File: src/rtl/trit_pkg.sv
// Shared definitions for the trit serial link.
// Contents: trit codes, serial clock phase codes, link FSM states and a helper
// that maps the invalid trit code to zero before it is driven onto the lane.
package trit_pkg;

  // Trit codes
  localparam logic [1:0] T_ZERO = 2'b00;
  localparam logic [1:0] T_POS  = 2'b01;
  localparam logic [1:0] T_NEG  = 2'b10;
  localparam logic [1:0] T_INV  = 2'b11;

  // Serial clock phases reuse the trit codes
  localparam logic [1:0] SCK_IDLE = T_ZERO;
  localparam logic [1:0] SCK_HI   = T_POS;
  localparam logic [1:0] SCK_LO   = T_NEG;

  typedef enum logic [2:0] {
    StIdle  = 3'd0,
    StSetup = 3'd1,
    StPhP   = 3'd2,
    StPhN   = 3'd3,
    StDone  = 3'd4
  } link_state_e;

  // Invalid trits are never driven onto the lane; they go out as zero.
  function automatic logic [1:0] trit_clean(input logic [1:0] t);
    return (t == T_INV) ? T_ZERO : t;
  endfunction

endpackage

File: src/rtl/trit_shreg.sv
// Trit-wide shift register with parallel load.
// Ports:
//   i_clk, i_rst      clock, synchronous active-high reset (clears contents)
//   i_load            load i_load_data (has priority over shift)
//   i_load_data       parallel word, MSB trit in the top two bits
//   i_shift           shift left by one trit, i_shift_in enters at the LSB
//   i_shift_in        trit shifted in
//   o_data            current contents
//   o_msb             current MSB trit
module trit_shreg #(
  parameter int unsigned TRITS = 4
) (
  input  logic               i_clk,
  input  logic               i_rst,
  input  logic               i_load,
  input  logic [2*TRITS-1:0] i_load_data,
  input  logic               i_shift,
  input  logic [1:0]         i_shift_in,
  output logic [2*TRITS-1:0] o_data,
  output logic [1:0]         o_msb
);

  localparam int unsigned W = 2 * TRITS;

  logic [W-1:0] r_data;
  logic [W-1:0] w_shifted;

  generate
    if (TRITS == 1) begin : g_one
      assign w_shifted = i_shift_in;
    end else begin : g_many
      assign w_shifted = {r_data[W-3:0], i_shift_in};
    end
  endgenerate

  always_ff @(posedge i_clk) begin
    if (i_rst) begin
      r_data <= '0;
    end else if (i_load) begin
      r_data <= i_load_data;
    end else if (i_shift) begin
      r_data <= w_shifted;
    end
  end

  assign o_data = r_data;
  assign o_msb  = r_data[W-1 -: 2];

endmodule

File: src/rtl/trit_spi_link.sv
// Serial link engine: shifts a TRITS-trit word out on O_mosi (MSB trit first)
// while sampling I_miso into a receive word, generating the trit serial clock.
// Ports:
//   I_clk, I_rst            clock, synchronous active-high reset
//   I_tx_data/I_tx_valid    upstream word and valid; O_tx_ready accepts in idle
//   O_rx_data/O_rx_err      received word and invalid-trit flag, held until next word
//   O_rx_valid              one-cycle pulse when O_rx_data/O_rx_err update
//   O_busy                  transfer in progress
//   O_mosi, I_miso, O_sck   serial lanes (O_sck: 00 idle, 01 high, 10 low)
module trit_spi_link
  import trit_pkg::*;
#(
  parameter int unsigned TRITS = 4,
  parameter int unsigned DIV   = 2
) (
  input  logic               I_clk,
  input  logic               I_rst,
  input  logic [2*TRITS-1:0] I_tx_data,
  input  logic               I_tx_valid,
  output logic               O_tx_ready,
  output logic [2*TRITS-1:0] O_rx_data,
  output logic               O_rx_valid,
  output logic               O_rx_err,
  output logic               O_busy,
  output logic [1:0]         O_mosi,
  input  logic [1:0]         I_miso,
  output logic [1:0]         O_sck
);

  localparam int unsigned PW  = (DIV > 1) ? $clog2(DIV) : 1;
  localparam int unsigned TCW = (TRITS > 1) ? $clog2(TRITS) : 1;
  localparam logic [PW-1:0]  PhLast   = PW'(DIV - 1);
  localparam logic [TCW-1:0] TritLast = TCW'(TRITS - 1);

  link_state_e          r_state, w_state_next;
  logic [PW-1:0]        r_phase;
  logic [TCW-1:0]       r_trit;
  logic                 r_err;
  logic                 r_rx_valid;
  logic                 r_rx_err;
  logic [2*TRITS-1:0]   r_rx_data;

  logic                 w_phase_last;
  logic                 w_in_xfer;
  logic                 w_accept;
  logic                 w_sample;
  logic [1:0]           w_tx_msb;
  logic [1:0]           w_rx_msb;
  logic [2*TRITS-1:0]   w_tx_word;
  logic [2*TRITS-1:0]   w_rx_word;
  logic                 w_unused_shreg;

  assign w_phase_last = (r_phase == PhLast);
  assign w_in_xfer    = (r_state == StSetup) || (r_state == StPhP) || (r_state == StPhN);
  assign w_accept     = (r_state == StIdle) && I_tx_valid;
  // Last cycle of the high phase: capture I_miso and advance the tx word so
  // O_mosi moves to the next trit exactly as the low phase starts.
  assign w_sample     = (r_state == StPhP) && w_phase_last;

  trit_shreg #(
    .TRITS (TRITS)
  ) u_tx_shreg (
    .i_clk       (I_clk),
    .i_rst       (I_rst),
    .i_load      (w_accept),
    .i_load_data (I_tx_data),
    .i_shift     (w_sample),
    .i_shift_in  (T_ZERO),
    .o_data      (w_tx_word),
    .o_msb       (w_tx_msb)
  );

  trit_shreg #(
    .TRITS (TRITS)
  ) u_rx_shreg (
    .i_clk       (I_clk),
    .i_rst       (I_rst),
    .i_load      (w_accept),
    .i_load_data ('0),
    .i_shift     (w_sample),
    .i_shift_in  (I_miso),
    .o_data      (w_rx_word),
    .o_msb       (w_rx_msb)
  );

  assign w_unused_shreg = ^{w_tx_word, w_rx_msb};

  always_comb begin
    w_state_next = r_state;
    unique case (r_state)
      StIdle:  if (I_tx_valid) w_state_next = StSetup;
      StSetup: if (w_phase_last) w_state_next = StPhP;
      StPhP:   if (w_phase_last) w_state_next = StPhN;
      StPhN: begin
        if (w_phase_last) w_state_next = (r_trit == TritLast) ? StDone : StPhP;
      end
      StDone:  w_state_next = StIdle;
      default: w_state_next = StIdle;
    endcase
  end

  always_comb begin
    O_tx_ready = 1'b0;
    O_busy     = w_in_xfer;
    O_sck      = SCK_IDLE;
    O_mosi     = T_ZERO;
    unique case (r_state)
      StIdle:  O_tx_ready = 1'b1;
      StSetup: O_mosi = trit_clean(w_tx_msb);
      StPhP: begin
        O_sck  = SCK_HI;
        O_mosi = trit_clean(w_tx_msb);
      end
      StPhN: begin
        O_sck  = SCK_LO;
        O_mosi = trit_clean(w_tx_msb);
      end
      default: ;
    endcase
  end

  always_ff @(posedge I_clk) begin
    if (I_rst) begin
      r_state    <= StIdle;
      r_phase    <= '0;
      r_trit     <= '0;
      r_err      <= 1'b0;
      r_rx_valid <= 1'b0;
      r_rx_err   <= 1'b0;
      r_rx_data  <= '0;
    end else begin
      r_state    <= w_state_next;
      r_rx_valid <= (r_state == StDone);
      if (r_state == StDone) begin
        r_rx_data <= w_rx_word;
        r_rx_err  <= r_err;
      end
      if (w_in_xfer && !w_phase_last) r_phase <= r_phase + 1'b1;
      else                            r_phase <= '0;
      if (w_accept) begin
        r_trit <= '0;
      end else if ((r_state == StPhN) && w_phase_last && (r_trit != TritLast)) begin
        r_trit <= r_trit + 1'b1;
      end
      if (w_accept)                           r_err <= 1'b0;
      else if (w_sample && (I_miso == T_INV)) r_err <= 1'b1;
    end
  end

  assign O_rx_valid = r_rx_valid;
  assign O_rx_data  = r_rx_data;
  assign O_rx_err   = r_rx_err;

endmodule
File: config.mk
export PLATFORM = sky130hd
export DESIGN_NAME = trit_spi_link
export DESIGN_NICKNAME = d
export VERILOG_FILES = /design/src/rtl/trit_pkg.sv /design/src/rtl/trit_shreg.sv /design/src/rtl/trit_spi_link.sv
export SDC_FILE = /design/constraint.sdc
export NUM_CORES = 1
export LEC_CHECK = 0
export ABC_AREA = 1
export CAP_MARGIN = 20
export CORE_UTILIZATION = 40
export DETAILED_ROUTE_END_ITERATION = 8
export GPL_TIMING_DRIVEN = 0
export HOLD_SLACK_MARGIN = 0.03
export SYNTH_ARGS = -nofsm -noshare
export SYNTH_HDL_FRONTEND = slang
export SYNTH_HIERARCHICAL = 1
export SYNTH_SLANG_ARGS = --single-unit
File: constraint.sdc
create_clock -name I_clk -period 1.8 [get_ports I_clk]
set_input_delay 0.18 -clock I_clk [delete_from_list [all_inputs] [get_ports I_clk]]
set_output_delay 0.18 -clock I_clk [all_outputs]
set_load 0.02 [all_outputs]
======== Word level (Yosys, flattened, before mapping) ========
Index checks and enable logic that the tools add are counted.
W data, S select, Z words.
operators by class
  bitwise operators ....................... 1
  muxes and demuxes ....................... 12
  add/sub/neg operators ................... 2
  reduce and logical (&&, ||, !) cells .... 15
  eq/ne operators ......................... 12
operator list
  kind                   count
  $mux W8                2
  $mux W3                5
  $pmux W3 S4            1
  $ne A2 B2 Y1 const B   5
  $eq A2 B2 Y1 const B   3
  $eq A3 B2 Y1 const B   2
  $logic_and A1 B1 Y1    6
  $mux W2                2
  $pmux W2 S2            1
  $reduce_and A4 Y1      1
  $reduce_or A2 Y1       2
  $eq A3 B1 Y1 const B   1
  $eq A3 B3 Y1 const B   1
  $logic_not A3 Y1       1
  $reduce_or A3 Y1       1
  $add A2 B1 Y2 const B  1
  $logic_or A1 B1 Y1     2
  $reduce_bool A2 Y1     1
  $add A1 B1 Y1 const B  1
  $logic_not A1 Y1       1
  $mux W1                1
  $not A1 Y1             1
storage, ports and cells
  register bits after elaboration ......... 33
  word-level logic and storage cells ...... 51
  input port bits ......................... 13

======== Longest topological paths before layout ========
Gate-level depths: netlist of run 1.
  depth after elaboration ................. 6
  mapped depth ............................ 9
  gate-level depth less buffers ........... 8

======== Modules after synthesis ========
The synthesis of run 1 kept the hierarchy.
modules (own cells, without submodules)
  module         area an instance (µm²)  times used  cells each
  trit_shreg     426.7                   2           65
  trit_spi_link  773.2                   1           100

======== Least setup slack after synthesis of run 1 ========
No wires, ideal clock.
  path type ............................... register to output
  start ................................... register r_state[0]
  end ..................................... output port O_mosi[1]
  setup slack ............................. 0.240 ns
  cell stages (with the launch flop) ...... 5
  arrival time ............................ 1.380 ns
  buffers on the path ..................... 0
  data required time ...................... 1.620 ns
  cells stage by stage .................... dfxtp_1 nor2_1 nor2_1 inv_1 nor3_1
on the way
  word-level cells in the longest chain between the ends .. 3
  elaborated cells between the ends (all ways) .. 5
RTL lines
  what                                                 line                  source
  start: declaration                                   trit_spi_link.sv:35   link_state_e r_state, w_state_next;
  start signal: assignment                             trit_spi_link.sv:124  r_state <= StIdle;
  start signal: assignment                             trit_spi_link.sv:132  r_state <= w_state_next;
  $eq A3 B1 Y1 / $eq A3 B2 Y1 (equally long branches)  trit_spi_link.sv:107  unique case (r_state)
  $reduce_or A3 Y1 (no line) *                         -
  $mux W2 *                                            -
  end: declaration                                     trit_spi_link.sv:25   output logic [1:0] O_mosi,
Mark *: on every way between the ends. The rest lies on a longest branch, timed or not.

======== Worst setup path in the final report of run 1 ========
  start ................................... register r_state[0]
  end ..................................... output port O_mosi[0]
The elaborated chain is that of the path after synthesis.

==> qor.yml, run 1 <==
status: "finished clean"
netlist_area_sq_um: 1610
drive_above_1_share_pct: 10.3
fin_setup_tns_ns: 0
gp_congestion: 0.798
start_util_pct: 42.7
fp.dieH_microns: 65.5
overflow: 0
min_period_over_period_pct: 92.0
powerDensity_nw_per_um2: 1180
fin_nets: 286
drt-pass1-iter-count: 4
coreArea_sq_um: 3770
finClkSkew_ns: 0.00371
ir_drop_mv: 0.589
startpoint: "r_state[0]$_SDFFE_PP0P_"
grt_pass1_wl_microns: 5770
clk_pin_slew_ns: 0.06
worstPathRequired_ns: 1.62
finalHoldViolCount: 0
die_w_microns: 65.5
fill_cells: 377
cts_buffer_depth: 2
numClockSinks: 33
cts_setup_buffers: 0
slew_violations: 0
highest_layer: "met4"
worstRegToRegCells: 9
antenna_left: 0
dp_hpwl_microns: 2400
wl_met3_microns: 121
antenna_found_initial: 0
yosysWarningCount: 6
grt_pass1_vias: 1294
post-route-util_pct: 55.0
cts_made_buffers: 5
worst_ep_arrival_time_ns: 1.48
clk_latency_ns: 0.28
period_needed_ns: 1.66
crit_type: "reg2out"
p_leak_uw: 0.00105
seq_area_sq_um: 661
layout.cells.non_filler: 320
multi_input_area_sq_um: 806
finalPower_uw: 2450
rows: 22
tritoncts: "yes"
cp_max_fo: 5
num_vias: 1433
syn_area_per_cell_sq_um: 7.07
grt_max_degree: 11
placed_cells: 313
setup.worst_path.end: "O_mosi[0]"
routedWlPerCell_microns: 10.4
wl_met2_microns: 1470
io_pins: 29
h-tree-depth: 2
r2r_setup_slack_ns: 0.25
hold_path.class: "reg2reg"
wl_met1_microns: 1670
dieArea_sq_um: 4290
n_antenna_cell: 0
dr.first_iter.drc_count: 83
r2r_end: "u_rx_shreg/o_data[7]$_SDFFE_PP0P_"
portBuffers: 28
drv_cap: 0
track_usage_pct: 18.3
root_buffer: "clkbuf_8"
rsz0062_at_grt: "false"
reg2reg_from: "r_state[0]$_SDFFE_PP0P_"
worst_setup_path_end_kind: "primary output"
wl_microns: 3340
cp-start-kind: "flop"
drc: 0
area_delta_synth_final_pct: 28.7
fmaxAchievable_mhz: 604
viasPerCell: 4.48
ctsResizeCount: 4
setup_viol: 0
syn_inst: 228
postCtsHoldBufs: 0
worst max-delay path, cell delays in order (launching register included):
cell and delay (ns):
dfxtp_1 0.43, nor2_1 0.10, nor2_1 0.18, inv_1 0.08
nor2_1 0.07, dlygate4sd2_1 0.33
cell usage in the layout (no fill, tap or decap), types with 2 or more instances in the layout:
master           instances
clkbuf_8                 6
buf_4                    4
buf_6                    2
clkdlybuf4s50_1         22
inv_2                    4
dfxtp_1                 33
o21ai_1                  2
nor2_1                  25
nor2_4                   3
nand2_1                 67
dlymetal6s2s_1           3
conb_1                  10
a21oi_1                  8
inv_4                    2
dlygate4sd2_1            2
nor3_1                   3
nor2_8                   3
nand3_1                 30
o21ai_0                  9
inv_1                   26
layer usage:
layer  GRT usage [%]  vias to the layer above
li1                -                      786
met1            22.3                      618
met5               0                        -
met4            9.78                        0
met3            4.86                        7
met2            29.1                       22
worst min-delay path by stage:
stage / startpoint / endpoint / slack (ns) / cells after the start
final: r_err$_SDFFE_PP0P_ / r_err$_SDFFE_PP0P_ / 0.45 / 2
after global routing: r_err$_SDFFE_PP0P_ / r_err$_SDFFE_PP0P_ / 0.47 / 2
after CTS: r_err$_SDFFE_PP0P_ / r_err$_SDFFE_PP0P_ / 0.46 / 2
after detailed placement: r_err$_SDFFE_PP0P_ / r_err$_SDFFE_PP0P_ / 0.45 / 2
after global placement: r_err$_SDFFE_PP0P_ / r_err$_SDFFE_PP0P_ / 0.45 / 2
after floorplan: I_rst / u_rx_shreg/o_data[3]$_SDFFE_PP0P_ / 0.25 / 1
where the power goes:
part	switching, uW	internal, uW
Sequential	83.1	838
Combinational	599	371
Clock	254	303
metrics by stage:
stage | cell area (sq um) | worst slack, ns | hold WS, ns
final | 2070 | 0.144 | 0.455
after detailed placement | 1990 | 0.00885 | 0.453
after global placement | 1990 | 0.0205 | 0.451
after CTS | 2070 | 0.0179 | 0.461
after floorplan | 1650 | 0.240 | 0.249
after global routing | 2070 | 0.0311 | 0.473
sequential cells by signal, indices dropped and copies added (netlist names):
| register | flops |
|---|---|
| r_err | 1 |
| r_phase | 1 |
| u_tx_shreg/o_data | 8 |
| r_state | 3 |
| u_rx_shreg/o_data | 8 |
| r_trit | 2 |
| O_rx_data | 8 |
| O_rx_valid | 1 |
| O_rx_err | 1 |
cell type report:
type / instances / share of cell area (%)
buffer: 7 / 2.71
clock buffer: 7 / 4.16
inverter: 32 / 6.03
multi-input combinational: 165 / 38.8
sequential: 33 / 31.8
tap: 48 / 2.90
timing repair buffer: 28 / 13.5
(Power assumes the default switching activity.)
==> run 2: changes to the inputs <==
--- a/config.mk
+++ b/config.mk
@@ -5,12 +5,12 @@
 export SDC_FILE = /design/constraint.sdc
 export NUM_CORES = 1
 export LEC_CHECK = 0
-export ABC_AREA = 1
 export CAP_MARGIN = 20
 export CORE_UTILIZATION = 40
 export DETAILED_ROUTE_END_ITERATION = 8
 export GPL_TIMING_DRIVEN = 0
 export HOLD_SLACK_MARGIN = 0.03
+export RECOVER_POWER = 50
 export SYNTH_ARGS = -nofsm -noshare
 export SYNTH_HDL_FRONTEND = slang
 export SYNTH_HIERARCHICAL = 1
==> run 2 against run 1 <==
  * Hold slack better by 0.020 ns
  * First-iteration DRC count shrank 64%
  * Area after synthesis decreased by 7.0%
  * Synthesized cell count shrank 37%
  * Non-clock buffer count up 9
  * Sequential share of layout area rose by 0.77 points
  * Clock power grew 29%
  * Clock skew fell by 0.00064 ns
  * Die area fell by 6.8%
  * Global-route usage down 1.1 points
  * Utilization up 3.6 points
  * Fmax down 4.4%
  * Critical endpoint is now O_mosi[1]
==> qor.yml, run 2 <==
dieArea_sq_um: 4000  # was 4290 sq um
finClkSkew_ns: 0.00307  # was 0.00371 ns
final_cell_mix: "dfxtp_1 (31), mux2i_1 (25), nor2b_1 (18)"  # was nand2_1 (67), dfxtp_1 (33), nand3_1 (30)
powerDensity_nw_per_um2: 853  # was 1180 nW/um^2
cts_buffer_depth: 2  # unchanged
clk_pin_slew_ns: 0.07  # was 0.06 ns
finalHoldViolCount: 0  # unchanged
fp.dieH_microns: 63.2  # was 65.5 microns
num_vias: 1173  # was 1433
overflow: 0  # unchanged
track_usage_pct: 17.2  # was 18.3%
wl_microns: 3080  # was 3340 microns
syn_inst: 144  # was 228
worstPathRequired_ns: 1.62  # about the same
h-tree-depth: 2  # unchanged
fin_setup_tns_ns: 0  # unchanged
p_leak_uw: 0.000829  # was 0.00105 uW
switching_share_pct: 23.0  # was 38.2%
drt-pass1-iter-count: 4  # unchanged
yosysWarningCount: 6  # unchanged
tritoncts: "yes"  # unchanged
period_needed_ns: 1.73  # was 1.66 ns
crit_type: "reg2out"  # unchanged
grt_pass1_wl_microns: 5400  # was 5770 microns
setup_viol: 0  # unchanged
internal_power_uw: 1340  # was 1510 uW
area_delta_synth_final_pct: 35.6  # was 28.7%
slew_violations: 0  # unchanged
numClockSinks: 33  # unchanged
placed_cell_area_sq_um: 1880  # was 1990 sq um
antenna_found_initial: 0  # unchanged
power.share.clock_pct: 41.3  # was 22.7%
n_antenna_cell: 0  # unchanged
layout.cells.non_filler: 240  # was 320
cts_made_buffers: 5  # unchanged
portBuffers: 28  # unchanged
grt_pass1_vias: 1216  # was 1294
status: "finished clean"  # unchanged
cp-start-kind: "flop"  # unchanged
fmaxAchievable_mhz: 578  # was 604 MHz
drv_cap: 0  # unchanged
gp_congestion: 0.688  # was 0.798
combPwrFrac_pct: 12.6  # was 39.6%
routedWlPerCell_microns: 12.8  # was 10.4 microns
placed_cells: 227  # was 313
dp_hpwl_microns: 2010  # was 2400 microns
die_w_microns: 63.2  # was 65.5 microns
cp_max_fo: 10  # was 5
netlist_area_sq_um: 1500  # was 1610 sq um
root_buffer: "clkbuf_8"  # unchanged
ir_drop_mv: 0.455  # was 0.589 mV
antenna_left: 0  # unchanged
io_pins: 29  # unchanged
final_common_cell: "dfxtp_1"  # was nand2_1
worst_ep_arrival_time_ns: 1.55  # was 1.48 ns
hold_path.class: "reg2reg"  # unchanged
rows: 21  # was 22
drive_above_1_share_pct: 16.0  # was 10.3%
viasPerCell: 4.89  # was 4.48
grt_max_degree: 11  # unchanged
p_seq_share_pct: 46.1  # was 37.6%
dr.first_iter.drc_count: 30  # was 83
clk_latency_ns: 0.27  # was 0.28 ns
coreArea_sq_um: 3470  # was 3770 sq um
fin_nets: 207  # was 286
min_period_over_period_pct: 96.2  # was 92.0%
design_area_sq_um: 2030  # was 2070 sq um
start_util_pct: 43.2  # was 42.7%
switchingPower_uw: 398  # was 935 uW
drc: 0  # unchanged
worst_setup_path_end_kind: "primary output"  # unchanged
syn_area_per_cell_sq_um: 10.4  # was 7.07 sq um
==> run 2: area by class of cell <==
class / count / area [sq um]
Fill cell: 328 / 1440
Sequential cell: 33 / 663
Timing Repair Buffer: 33 / 310
Clock buffer: 7 / 86.3
Inverter: 3 / 11.3
Buffer: 11 / 80.1
Multi-Input combinational cell: 106 / 795
Clock inverter: 1 / 30.0
Tap cell: 46 / 57.6
==> run 2: per-layer routing <==
metal  wire length [microns]  up-vias  global-route usage, %  part of all wire [%]
met2                    1530       21                   30.1                    50
met5                       0        -                      0                     0
met4                      19        0                   5.11                  0.62
li1                        -      603                      -                     -
met1                    1440      547                   20.6                    47
met3                      94        2                   3.99                   3.1
==> run 2: repair_timing <==
| action | 4_1_cts | 5_1_grt |
|---|---|---|
| hold buffers | 0 | 0 |
| gates cloned | 0 | 0 |
| pin swaps | 1 | 0 |
| endpoints found under the setup margin | 21 | 4 |
| gates resized for setup | 13 | 5 |
| setup buffers | 5 | 0 |
| hold endpoints to repair | 0 | 0 |
==> run 2: path summary, 6_finish.rpt <==
check / start / end / slack, ns / cells after the start
min reg2reg: r_err$_SDFFE_PP0P_ / r_err$_SDFFE_PP0P_ / 0.47 / 2
max: r_state[1]$_SDFFE_PP0P_ / O_mosi[1] / 0.07 / 5
max reg2reg: r_state[0]$_SDFFE_PP0P_ / u_rx_shreg/o_data[2]$_SDFFE_PP0P_ / 0.34 / 5
min: r_err$_SDFFE_PP0P_ / r_err$_SDFFE_PP0P_ / 0.47 / 2
==> run 2: power by group through the flow <==
stage	logic (uW)	clock network (uW)	registers, uW
final	218	716	800
after global routing	239	760	805
after CTS	215	732	800
after detailed placement	202	0	815
after global placement	197	0	813
after floorplan	130	0	807
==> run 2: worst max-delay path, stage by stage (launching register included) <==
cell and delay, ns:
dfxtp_2 0.36, buf_4 0.17, nor2_1 0.04, or2_1 0.29, nor3b_2 0.21, buf_2 0.19
==> run 2: stage by stage <==
step | util (%) | hold WS, ns | worst slack, ns | total power, uW
3_3_place_gp | 53.9 | 0.454 | -0.675 | 1010
2_1_floorplan | - | 0.252 | 0.146 | 937
5_1_grt | 58.6 | 0.514 | -0.00869 | 1800
3_5_place_dp | 54.2 | 0.463 | -0.199 | 1020
6_report | 58.6 | 0.474 | 0.0687 | 1730
4_1_cts | 58.5 | 0.480 | 0.00806 | 1750
